## src/rtl/band_readout_sequencer.sv

```systemverilog
// Band readout sequencer: walks the band mux once per frame and streams each
// 12-bit band value out as two bytes over a valid/ready interface.
//   byte 0: {band[3:0], value[11:8]}
//   byte 1: value[7:0]
module band_readout_sequencer #(
    parameter int unsigned NUM_BANDS     = 16,
    parameter int unsigned SETTLE_CYCLES = 1
) (
    input  logic        clk,
    input  logic        rst_n,
    input  logic        start,
    output logic [3:0]  mux_sel,
    input  logic [11:0] mux_data,
    output logic [7:0]  out_data,
    output logic        out_valid,
    input  logic        out_ready,
    output logic        busy,
    output logic        done,
    output logic        overrun
);

    localparam logic [3:0] LastBand   = 4'(NUM_BANDS - 1);
    localparam logic [3:0] SettleLoad = 4'(SETTLE_CYCLES);

    typedef enum logic [1:0] {
        StIdle,
        StSettle,
        StSendHi,
        StSendLo
    } state_e;

    state_e      state_q;
    logic [3:0]  band_q;
    logic [3:0]  settle_cnt_q;
    logic [11:0] cap_q;
    logic        xfer;

    assign xfer = out_valid & out_ready;
    assign busy = (state_q != StIdle);

    // Sequencer FSM; every output except busy is a register updated here.
    // out_valid/out_data are registered, so they rise one cycle after the
    // FSM enters SEND_HI (the capture edge); no transfer can occur before then.
    always_ff @(posedge clk or negedge rst_n) begin
        if (!rst_n) begin
            state_q      <= StIdle;
            band_q       <= 4'd0;
            settle_cnt_q <= 4'd0;
            cap_q        <= 12'd0;
            mux_sel      <= 4'd0;
            out_data     <= 8'd0;
            out_valid    <= 1'b0;
            done         <= 1'b0;
            overrun      <= 1'b0;
        end else begin
            done <= 1'b0;

            // Any start outside IDLE is dropped but remembered, including the
            // cycle of the final LO transfer.
            if (start && (state_q != StIdle)) begin
                overrun <= 1'b1;
            end

            unique case (state_q)
                StIdle: begin
                    if (start) begin
                        band_q       <= 4'd0;
                        mux_sel      <= 4'd0;
                        settle_cnt_q <= SettleLoad;
                        overrun      <= 1'b0;
                        state_q      <= StSettle;
                    end
                end

                StSettle: begin
                    // mux_sel has been stable since entry; capture on the last count
                    if (settle_cnt_q == 4'd1) begin
                        cap_q   <= mux_data;
                        state_q <= StSendHi;
                    end
                    settle_cnt_q <= settle_cnt_q - 4'd1;
                end

                StSendHi: begin
                    if (xfer) begin
                        out_data <= cap_q[7:0];
                        state_q  <= StSendLo;
                    end else begin
                        // Re-asserting the same values holds them under back-pressure
                        out_valid <= 1'b1;
                        out_data  <= {band_q, cap_q[11:8]};
                    end
                end

                StSendLo: begin
                    if (xfer) begin
                        out_valid <= 1'b0;
                        if (band_q == LastBand) begin
                            mux_sel <= 4'd0;
                            done    <= 1'b1;
                            state_q <= StIdle;
                        end else begin
                            band_q       <= band_q + 4'd1;
                            mux_sel      <= band_q + 4'd1;
                            settle_cnt_q <= SettleLoad;
                            state_q      <= StSettle;
                        end
                    end
                end

                default: begin
                    state_q <= StIdle;
                end
            endcase
        end
    end

endmodule

```

## config.mk

```make
export PLATFORM = sky130hd
export DESIGN_NAME = band_readout_sequencer
export DESIGN_NICKNAME = d
export VERILOG_FILES = /design/src/rtl/band_readout_sequencer.sv
export SDC_FILE = /design/constraint.sdc
export NUM_CORES = 1
export LEC_CHECK = 0
export BUFFER_PORTS_ARGS = -buffer_cell sky130_fd_sc_hd__buf_2
export CORE_AREA = 2 2 71 73
export DETAILED_ROUTE_END_ITERATION = 10
export DIE_AREA = 0 0 73 75
export GPL_TIMING_DRIVEN = 0
export PLACE_DENSITY = 0.57
export SYNTH_ARGS = -nofsm -noshare
export SYNTH_HDL_FRONTEND = slang
export SYNTH_SLANG_ARGS = --single-unit
```

## constraint.sdc

```tcl
create_clock -name clk -period 2.5 [get_ports clk]
set_input_delay 0.375 -clock clk [delete_from_list [all_inputs] [get_ports clk]]
set_output_delay 0.375 -clock clk [all_outputs]
set_load 0.01 [all_outputs]
```

* Word level (Yosys, flattened, before mapping) *
Index checks and enable logic that the tools add are counted.

word-level totals
  bits in registers = 37

cells by class
  reductions and logical operators = 12
  add/sub/neg operators = 2
  multiplexer cells = 27
  bitwise operators = 1
  equal/unequal tests = 11

operators by type and width
  operator             number
  $mux 4               8
  $pmux 4 s2           2
  $ne 2x2->1 const B   6
  $pmux 4 s3           1
  $reduce_and 4->1     3
  $mux 1               9
  $mux 2               4
  $mux 8               1
  $pmux 2 s4           1
  $reduce_and 3->1     2
  $reduce_bool 2->1    3
  $add 4x1->4 const B  1
  $eq 2x2->1 const B   2
  $eq 4x1->1 const B   1
  $eq 4x4->1 const B   1
  $sub 4x1->4 const B  1
  $reduce_bool 3->1    1
  $eq 2x1->1 const B   1
  $logic_not 2->1      1
  $pmux 1 s2           1
  $reduce_and 2->1     1
  $and 1x1->1          1
  $logic_and 1x1->1    1

* Logic depth before layout (Yosys ltp) *
  word-level depth = 5
  gate-level depth with buffers = 7
  gate-level depth less buffers = 6

* Worst setup path before layout *
OpenSTA, ideal clock, no wires.

  path type = reg-to-reg
  from = reg state_q[0]
  to = reg state_q[0]
  arrival time = 1.632 ns
  cell stages (with the launch flop) = 8
  setup time = 0.124 ns
  path slack = 0.744 ns
  path buffers = 1
  path through = dfrtp_1 inv_1 ha_1 buf_2 or2_2 a221oi_2 and4b_1 a21oi_1

between the ends
  cells in the longest elaborated chain, start to end = 3
  elaborated cells between the ends (all ways) = 10
  classes of those cells = eq/ne: 7; mux: 1; reduce/logical: 2

ends and longest elaborated chain
  what                                line  text
  start: declaration                  32    state_e state_q;
  start signal: assignment            46    state_q <= StIdle;
  start signal: assignment            71    state_q <= StSettle;
  start signal: assignment            79    state_q <= StSendHi;
  $eq 2x1->1 (tied with other cells)  64    unique case (state_q)
  $ne 2x2->1 (no line)                -
  $reduce_and 4->1 (no line)          -

Parallel ways exist; a longest one is shown, timed or not.
A chain may end at the register's enable or synchronous reset.

* Worst setup path after layout *
  from = reg state_q[1]
  to = reg cap_q[9]

between the ends
  cells in the longest elaborated chain, start to end = 2

ends and longest elaborated chain
  what                        line  text
  $eq 2x1->1                  64
  $reduce_and 2->1 (no line)  -
  end signal: assignment      78    cap_q <= mux_data;
  end: declaration            35    logic [11:0] cap_q;

Every way passes these cells.

==> results_tabular.tex <==
\begin{tabular}{lr}
\hline
Metric & Value \\
\hline
\multicolumn{2}{l}{\textbf{Route}} \\
Router iterations before antenna repair & 4 \\
Routed vias/inst & 5.29 \\
Vias post-DR & 1,370 \\
ANT nets after route & 0 \\
First-iteration detailed-routing DRC count & 92 \\
Total DRC errors in the routed layout & 0 \\
Routed Wire Length & 3.84 mm \\
Routed length per instance & 14.8 µm \\
\multicolumn{2}{l}{\textbf{STA}} \\
Total count of hold-check failures in the final report & 0 \\
Fmax & 503 MHz \\
Final critical-path setup slack & 511 ps \\
Transition time of the tightest slew-check pin & 827 ps \\
Final Max Slew Viols & 0 \\
Final sum of negative setup slack & 0 ps \\
Setup violation total in the final timing report & 0 \\
Slew headroom & 0.449 \\
Final period util & 0.796 \\
RSZ-0062 raised after global routing & no \\
Tightest hold margin & 177 ps \\
Final clock skew & 9.20 ps \\
Shortest clock period the worst path allows after layout & 1990 ps \\
\multicolumn{2}{l}{\textbf{Finish}} \\
Most common cell after layout, fill and taps aside & sky130\_fd\_sc\_hd\_\_dfrtp\_1 \\
Post-layout nets & 229 \\
Commonest cells after routing, fill and taps aside & sky130\_fd\_sc\_hd\_\_dfrtp\_1 (37), sky130\_fd\_sc\_hd\_\_buf\_2 (35), sky130\_fd\_sc\_hd\_\_nand2\_1 (17) \\
Diodes inserted & 0 \\
Share of post-route cells with drive strength above 1 & 0.312 \\
Relative area change from synthesis to final layout & 18.8\% \\
\multicolumn{2}{l}{\textbf{Synthesis}} \\
Sequential-to-total area share from yosys stat & 0.508 \\
Number of flops mapped to enable cells by yosys & 0 \\
Flip-flop cell with the highest count after synthesis & sky130\_fd\_sc\_hd\_\_dfrtp\_1 \\
Number of warning messages in the yosys log & 0 \\
Distinct cell type count after synthesis & 34 \\
Mapped Cells & 166 \\
Mean cell area of the mapped netlist & 11.0 µm² \\
Post-synthesis net count & 191 \\
Synth Register Bits & 37 \\
Synth async-reset ratio & 1.00 \\
Syn Std Cell Area & 1820 µm² \\
\multicolumn{2}{l}{\textbf{Clock network}} \\
Number of setup buffers added after CTS & 0 \\
Maximum number of buffers from clock root to sink & 2 \\
Number of cells upsized or downsized after cts & 0 \\
Count of hold-fix buffers inserted at cts & 0 \\
CTS tree & yes \\
Total clock buffers created by CTS & 5 \\
Clock latency reported for the late side of the worst-skew pair & 290 ps \\
Clock tree root driver cell & sky130\_fd\_sc\_hd\_\_clkbuf\_8 \\
Clock Pin Slew Worst Setup and Hold Paths & 80 ps \\
Clock sinks & 37 \\
H-tree depth reported by CTS & 2 \\
\multicolumn{2}{l}{\textbf{Floorplan}} \\
Height of the chip & 75 µm \\
Starting utilization of the core area & 0.391 \\
Die area & 5480 µm² \\
Die X & 73 µm \\
Core ar. & 4660 µm² \\
Cell row count & 25 \\
Number of top-level pins & 32 \\
\multicolumn{2}{l}{\textbf{Critical path}} \\
Data required time of the worst path & 2680 ps \\
Slack of the worst reg-to-reg path & 510 ps \\
CP Data Arrival Time & 2160 ps \\
Capturing element type of the critical path & flop \\
Critical path start-end classification & reg -> reg \\
Kind of launch point of the worst setup path & flop \\
Max FO, Critical Path & 10 \\
\multicolumn{2}{l}{\textbf{Global routing}} \\
Initial antenna violation count & 0 \\
Largest net degree at the start of global routing & 38 \\
First-pass GRT wire length & 6.67 mm \\
Overall overflow remaining after global route & 0 \\
Vias in the first global route & 1,436 \\
Global-route usage over all layers & 0.163 \\
\multicolumn{2}{l}{\textbf{Pwr}} \\
Max rail drop VDD & 562 µV \\
Power consumption & 2820 µW \\
Leakage power summed over all cells & 0.00104 µW \\
Power per cell area & 1300 nW/µm² \\
\multicolumn{2}{l}{\textbf{Hold path}} \\
Classification of the worst-slack hold path & in -> async \\
\multicolumn{2}{l}{\textbf{Flow run}} \\
Maxcap violations & 0 \\
\multicolumn{2}{l}{\textbf{Place}} \\
DPL Wire Length & 2.79 mm \\
I/O Buffers & 31 \\
Placer congestion estimate & 0.856 \\
Worst slack, placed & 501 ps \\
\multicolumn{2}{l}{\textbf{Run status}} \\
Outcome & finished, final reports clean \\
\hline
\end{tabular}
-- layer usage --
layer  wire length, µm  GRT usage  part of all wire  up-vias
li1                  -          -                 -      663
met1              1730      0.189              0.45      663
met2              1850      0.280              0.48       35
met3               176     0.0455             0.046        9
met4                87     0.0782             0.023        0
met5                 0          0                 0        -
-- worst max-delay path: stages (launching register included) --
cell and delay (ps):
sky130_fd_sc_hd__dfrtp_1 430, sky130_fd_sc_hd__inv_1 130, sky130_fd_sc_hd__ha_1 320, sky130_fd_sc_hd__and4bb_2 320, sky130_fd_sc_hd__buf_2 280, sky130_fd_sc_hd__mux2_2 390
-- cell families (layout without fill, tap and decap cells) --
kind of cell / Yosys count / after routing / share of synthesized area
fa+ha+maj: 9 / 9 / 0.0618
buf+inv: 14 / 53 / 0.0316
simple gates: 49 / 49 / 0.149
xor+xnor: 1 / 1 / 0.00481
mux: 21 / 21 / 0.124
compound gates: 35 / 35 / 0.120
flops: 37 / 37 / 0.508
-- layout make-up --
cell class | count | area, µm²
well taps | 54 | 67.6
inverters | 8 | 30.0
plain buffers | 6 | 27.5
clock buffers | 6 | 82.6
clock inverters | 2 | 37.5
fillers | 448 | 2500
flip-flops and latches | 37 | 926
multi-input cells | 115 | 838
repair buffers | 31 | 155
-- synth_stat cells, drive strengths merged (2+ instances only) --
cell | instances | area, µm²
clkbuf | 2 | 7.51
dfrtp | 37 | 926
nor2 | 11 | 41.3
nor2b | 2 | 12.5
o21ai | 11 | 55.1
nand2 | 17 | 63.8
nand4 | 2 | 33.8
or2 | 2 | 12.5
a21oi | 15 | 75.1
nand3 | 5 | 25.0
and3 | 2 | 12.5
o221ai | 3 | 26.3
ha | 9 | 113
mux2 | 13 | 146
inv | 8 | 30.0
mux2i | 8 | 80.1
buf | 4 | 20.0
-- metrics by stage --
stage / cell area, µm² / util / std cells
after floorplan: 1820 / - / 166
after global placement: 2040 / 0.439 / 251
after detailed placement: 2040 / 0.439 / 251
after CTS: 2160 / 0.464 / 259
after global routing: 2160 / 0.464 / 259
final: 2160 / 0.464 / 259
-- power by group --
part	internal (µW)	switching [µW]
Sequential	857	178
Combinational	566	676
Clock	324	223
Total	1750	1080
-- path summary, 6_finish.rpt --
kind                                           end  depth (start not counted)                   start
setup / recovery              cap_q[9]$_DFFE_PN0P_                          5  state_q[1]$_DFFE_PN0P_
hold / removal                      done$_DFF_PN0_                          1                   rst_n
setup reg to reg              cap_q[9]$_DFFE_PN0P_                          5  state_q[1]$_DFFE_PN0P_
hold reg to reg             mux_sel[2]$_DFFE_PN0P_                          2  mux_sel[2]$_DFFE_PN0P_
max in group asynchronous  out_data[5]$_DFFE_PN0P_                          1                   rst_n
min in group clk             out_valid$_DFFE_PN0P_                          2               out_ready
-- sequential cells by signal, indices dropped and copies added, names as in the netlist, named ones only --
register	count
cap_q	12
settle_cnt_q	4
out_valid	1
out_data	8
mux_sel	4
state_q	2
band_q	4
done	1
Note: power is estimated with default switching activity, not from simulation.
